[config.mk]
export PLATFORM = sky130hd
export DESIGN_NAME = ycbcr_to_rgb
export DESIGN_NICKNAME = d
export VERILOG_FILES = /design/src/rtl/ycbcr_to_rgb.sv
export SDC_FILE = /design/constraint.sdc
export NUM_CORES = 1
export LEC_CHECK = 0
export CELL_PAD_IN_SITES_DETAIL_PLACEMENT = 1
export CELL_PAD_IN_SITES_GLOBAL_PLACEMENT = 2
export CORE_UTILIZATION = 35
export DETAILED_ROUTE_END_ITERATION = 8
export GPL_TIMING_DRIVEN = 0
export PLACE_DENSITY_LB_ADDON = 0.1
export SYNTH_ARGS = -nofsm -noshare
export SYNTH_HDL_FRONTEND = slang
export SYNTH_SLANG_ARGS = --single-unit
[constraint.sdc]
create_clock -name clk -period 4.97 [get_ports clk]
set_input_delay 0.7455 -clock clk [delete_from_list [all_inputs] [get_ports clk]]
set_output_delay 0.7455 -clock clk [all_outputs]
set_load 0.005 [all_outputs]
[src/rtl/ycbcr_to_rgb.sv]
// AXI4-Stream YCbCr -> RGB converter: 3-stage fixed-point pipeline with valid/ready backpressure.
// Optional per-frame/per-line statistics enabled by defining YCC2RGB_STATS_EN.
module ycbcr_to_rgb #(
    parameter int Y_OFFSET = 16,
    parameter int C_OFFSET = 128
) (
    input  logic        clk,
    input  logic        rst,
    input  logic        Sel,
    input  logic [23:0] Sel_YCbCr,
    input  logic [23:0] s_axis_video_tdata,
    input  logic        s_axis_video_tvalid,
    output logic        s_axis_video_tready,
    input  logic        s_axis_video_tlast,
    input  logic        s_axis_video_tuser,
    output logic [23:0] m_axis_video_tdata,
    output logic        m_axis_video_tvalid,
    input  logic        m_axis_video_tready,
    output logic        m_axis_video_tlast,
    output logic        m_axis_video_tuser
`ifdef YCC2RGB_STATS_EN
    ,
    output logic [15:0] frame_cnt,
    output logic [15:0] line_px_cnt
`endif
);
    localparam int STAGES = 3;

    logic [STAGES:1] vld_pipe, last_pipe, user_pipe;
    logic            ce;
    logic [23:0]     pix;

    logic signed [9:0]  yp;
    logic signed [8:0]  cbp, crp;
    logic signed [18:0] ybase, pr, pgb, pgr, pb;
    logic signed [19:0] sum_r, sum_g, sum_b;

    // Whole pipeline moves as one; only a stalled, occupied output stage blocks it.
    assign ce                  = !vld_pipe[STAGES] || m_axis_video_tready;
    assign s_axis_video_tready = ce;
    assign m_axis_video_tvalid = vld_pipe[STAGES];
    assign m_axis_video_tlast  = last_pipe[STAGES];
    assign m_axis_video_tuser  = user_pipe[STAGES];
    assign pix                 = Sel ? Sel_YCbCr : s_axis_video_tdata;

    function automatic logic [7:0] clamp8(input logic signed [19:0] v);
        logic signed [19:0] s;
        s = v >>> 8;
        if (s[19])             return 8'h00;
        else if (s > 20'sd255) return 8'hFF;
        else                   return s[7:0];
    endfunction

    always_comb begin
        sum_r = 20'(ybase) + 20'(pr);
        sum_g = 20'(ybase) - 20'(pgb) - 20'(pgr);
        sum_b = 20'(ybase) + 20'(pb);
    end

    always_ff @(posedge clk or posedge rst) begin
        if (rst) begin
            vld_pipe           <= '0;
            last_pipe          <= '0;
            user_pipe          <= '0;
            yp                 <= '0;
            cbp                <= '0;
            crp                <= '0;
            ybase              <= '0;
            pr                 <= '0;
            pgb                <= '0;
            pgr                <= '0;
            pb                 <= '0;
            m_axis_video_tdata <= '0;
        end else if (ce) begin
            vld_pipe  <= {vld_pipe[STAGES-1:1], s_axis_video_tvalid};
            last_pipe <= {last_pipe[STAGES-1:1], s_axis_video_tlast};
            user_pipe <= {user_pipe[STAGES-1:1], s_axis_video_tuser};
            // Stage 1: remove offsets, widened so Y below offset stays negative
            yp  <= signed'({2'b00, pix[7:0]}) - 10'(Y_OFFSET);
            cbp <= signed'({1'b0, pix[15:8]}) - 9'(C_OFFSET);
            crp <= signed'({1'b0, pix[23:16]}) - 9'(C_OFFSET);
            // Stage 2: coefficients scaled by 256; ybase carries the +0.5 rounding term
            ybase <= {yp[9], yp, 8'h80};
            pr    <= 19'(crp) * 19'sd359;
            pgb   <= 19'(cbp) * 19'sd88;
            pgr   <= 19'(crp) * 19'sd183;
            pb    <= 19'(cbp) * 19'sd454;
            // Stage 3: codebase channel order is {R,B,G}
            m_axis_video_tdata <= {clamp8(sum_r), clamp8(sum_b), clamp8(sum_g)};
        end
    end

`ifdef YCC2RGB_STATS_EN
    logic        xfer;
    logic [15:0] px_cnt, px_next;

    assign xfer    = vld_pipe[STAGES] && m_axis_video_tready;
    assign px_next = (user_pipe[STAGES] ? 16'd0 : px_cnt) + 16'd1;

    always_ff @(posedge clk or posedge rst) begin
        if (rst) begin
            frame_cnt   <= '0;
            line_px_cnt <= '0;
            px_cnt      <= '0;
        end else if (xfer) begin
            if (user_pipe[STAGES]) frame_cnt <= frame_cnt + 16'd1;
            if (last_pipe[STAGES]) begin
                line_px_cnt <= px_next;
                px_cnt      <= '0;
            end else begin
                px_cnt      <= px_next;
            end
        end
    end
`endif

endmodule

==> results.ini <==
[cts]
cts_tree=yes
cts_sinks=124
clock_latency_ns=0.44
ctsHoldBuffers=0
cts_buffers=17
cts.htree.levels=4
cts.clk_slew.worst_paths_ns=0.07
clock-root-buffer=clkbuf_16
cts_buffer_depth=2

[floorplanning]
start_util_pct=35.96
design.core.area_um2=32870
rows=66
pin_count=83
dieArea_um2=34500
die_w_um=185.8
die_h_um=185.8

[timing]
relSlewSlack_pct=22.66
rsz0062_at_grt=no
hold_violations=0
fmax_ghz=0.2135
setup_slack_ns=0.2860
setup_viol=0
finClkSkew_ns=0.01627
final.period_utilization_pct=94.24
tightest_slew_ns=1.160
drv_slew=0
min_period_ns=4.684

[critical_path]
endpoint_kind=flip-flop
path_cells=buf_4 -> fa_1 -> inv_1 -> fa_1 -> inv_1 -> fa_1 -> fa_1 -> ha_1 -> nand3_1 -> o211ai_1 -> o211ai_1 -> nand3_1 -> a31oi_1 -> xnor2_1 -> o21ai_0
start_kind=flip-flop
reg2regPathDepth=15
path_max_fanout=13
critPathSlowestCell=fa_1
critical_path_required_ns=5.26
reg2reg_from=crp[7]
r2r_slack_ns=0.29
path_common_cell=fa_1
crit_type=flip-flop to flip-flop
crit_arrival_ns=4.97
cpPeakStageDelay_ns=0.56
worstReg2RegEnd=pr[17]

[synth]
synthSimpleGateAreaFrac_pct=11.87
ys_seq_area_share_pct=26.26
ys.flop_type=dfrtp_1
syn_area_per_cell_um2=9.305
synth_compound_area_share_pct=15.76
synth_cell_types=74
synth_edf_count=0
synth.cell_area_um2=11820
async_reset_ff_share_pct=100.0
synth_common_cells=184 x ha_1, 157 x inv_1, 141 x nand2_1
syn_nets=1581
yosys-top-cells-area=dfrtp_1 26%, ha_1 19%, fa_1 12%
synth_largest_area_cell=dfrtp_1
synth-xor-area-share_pct=5.558
synth.most_common_cell=ha_1
yosys.area_share.adder_pct=31.68
synth_cells=1270
synth_mux_area_share_pct=2.552
synth_top_family_by_area=adder cells
synth_seq_cells=124
synth_top_area_share_pct=26.26
synth-warning-count=0

[global_routing]
grt_use_total_pct=21.64
grt_max_degree=86
grt_antenna_before_repair=1
grt_pass1_vias=9928
overflow=0
grt_pass1_wl_mm=55.83

[placement]
place.gp.congestion=0.8469
place_worst_setup_slack_ns=-0.6275
post-dp-hpwl_mm=27.61
dp.cells=1794
place_area_um2=13220
numPortBuffers=81

[route]
drt_first_pass_iters=5
drc=0
wl_per_cell_um=18.84
wl_mm=34.55
antenna_left=0
vias=9342
drt_iter0_markers=340
vias_per_cell=5.094

[final_layout]
post-route-util_pct=42.43
diodes=0
regArea_um2=3114
final_cells=1834
design_area_um2=13950
area_delta_synth_final_pct=18.01
multiInputGateArea_um2=8030
drive_gt1_share_pct=6.753
fill_cells=3858
fin_nets=1690

[hold_path]
min_path_type=flip-flop to flip-flop
hp-start=vld_pipe[2]
min_delay_path_depth=2
min_to=vld_pipe[2]

[flow_run]
maxCapViolations=0

[run_status]
status=finished, final reports clean

==> worst max path at each step <==
stage,from,endpoint,slack [ns],cells after the start
CTS,crp[5],pr[13],0.02,15
global placement,rst,crp[7],-1.71,2
global route,crp[7],pgr[16],0.002,16
finish,crp[7],pr[17],0.29,15
floorplan,crp[7],pgr[16],0.07,16
detailed placement,crp[7],pgr[16],-0.63,16
==> layout make-up <==
| cell class | count | share of cell area, % |
|---|---|---|
| plain buffers | 37 | 1.059 |
| clock buffers | 19 | 3.176 |
| clock inverters | 13 | 1.005 |
| inverters | 160 | 4.387 |
| multi-input cells | 948 | 57.58 |
| flip-flops and latches | 124 | 22.33 |
| well taps | 442 | 3.966 |
| repair buffers | 91 | 6.496 |
==> critical path, delay by kind of cell (launching register included) <==
family / cells / cell delay (ns)
compound gates: 4 / 0.92
buf+inv: 3 / 0.35
simple gates: 2 / 0.28
xor+xnor: 1 / 0.13
flops: 1 / 0.47
fa+ha+maj: 5 / 2.36
==> metal layers <==
layer / up-vias / global-route usage, % / wire [µm]
met1: 4609 / 30.47 / 17290
met2: 132 / 34.60 / 15640
met5: - / 0 / 13
met4: 2 / 5.115 / 341
li1: 4572 / - / -
met3: 27 / 3.326 / 1267
==> per-stage QoR <==
step | setup TNS (ns) | hold WS, ns
6_report | 0 | 0.4689
3_3_place_gp | -164.32 | 0.4496
5_1_grt | 0 | 0.4977
2_1_floorplan | 0 | 0.4300
4_1_cts | 0 | 0.4713
3_5_place_dp | -4.720 | 0.4488
==> cells in the final DEF (no fill, tap or decap), types with 6 or more instances in the layout <==
cell type        netlist  routed
ha_1                 184     181
inv_1                157     156
nand2_1              141     141
dfrtp_1              124     117
clkdlybuf4s50_1        0      81
a21oi_1               74      74
fa_1                  72      72
nor2_1                71      71
o21ai_0               66      65
xnor2_1               46      46
xor2_1                29      29
mux2i_1               29      29
clkbuf_1              29      27
nor3_1                23      22
clkbuf_16              0      17
a21o_1                15      15
nand3_1               13      13
or3_1                 11      11
nor2b_1               10      10
o21a_1                10      10
buf_4                  1      10
and3_1                 9       9
a32oi_1                9       9
buf_1                  8       8
and2_1                 8       8
a31oi_1                8       8
o21bai_1               9       8
o31ai_1                8       8
o211ai_1               7       7
a22oi_1                7       7
or2_2                  7       7
o221a_2                7       7
dfrtp_2                0       6
==> sequential cells by signal (all words and copies together), names as in the netlist <==
register / flops
cbp: 8
crp: 8
last_pipe: 3
m_axis_video_tdata: 24
pb: 15
pgb: 11
pgr: 16
pr: 14
user_pipe: 3
vld_pipe: 3
ybase: 10
yp: 9
==> cell families after synthesis <==
| logic type | count (synthesis) |
|---|---|
| flops | 124 |
| mux | 30 |
| simple gates | 313 |
| compound gates | 274 |
| fa+ha+maj | 256 |
| buf+inv | 198 |
| xor+xnor | 75 |
==> what timing repair did <==
action | in CTS | in global routing
setup buffers | 5 | 4
endpoints found under the hold margin | 0 | 0
setup endpoints to repair | 16 | 11
pin swaps | 1 | 5
resized for setup | 9 | 17
Power is not shown: default switching activity piles up to over one toggle a cycle in this logic, so the estimate is an artifact.
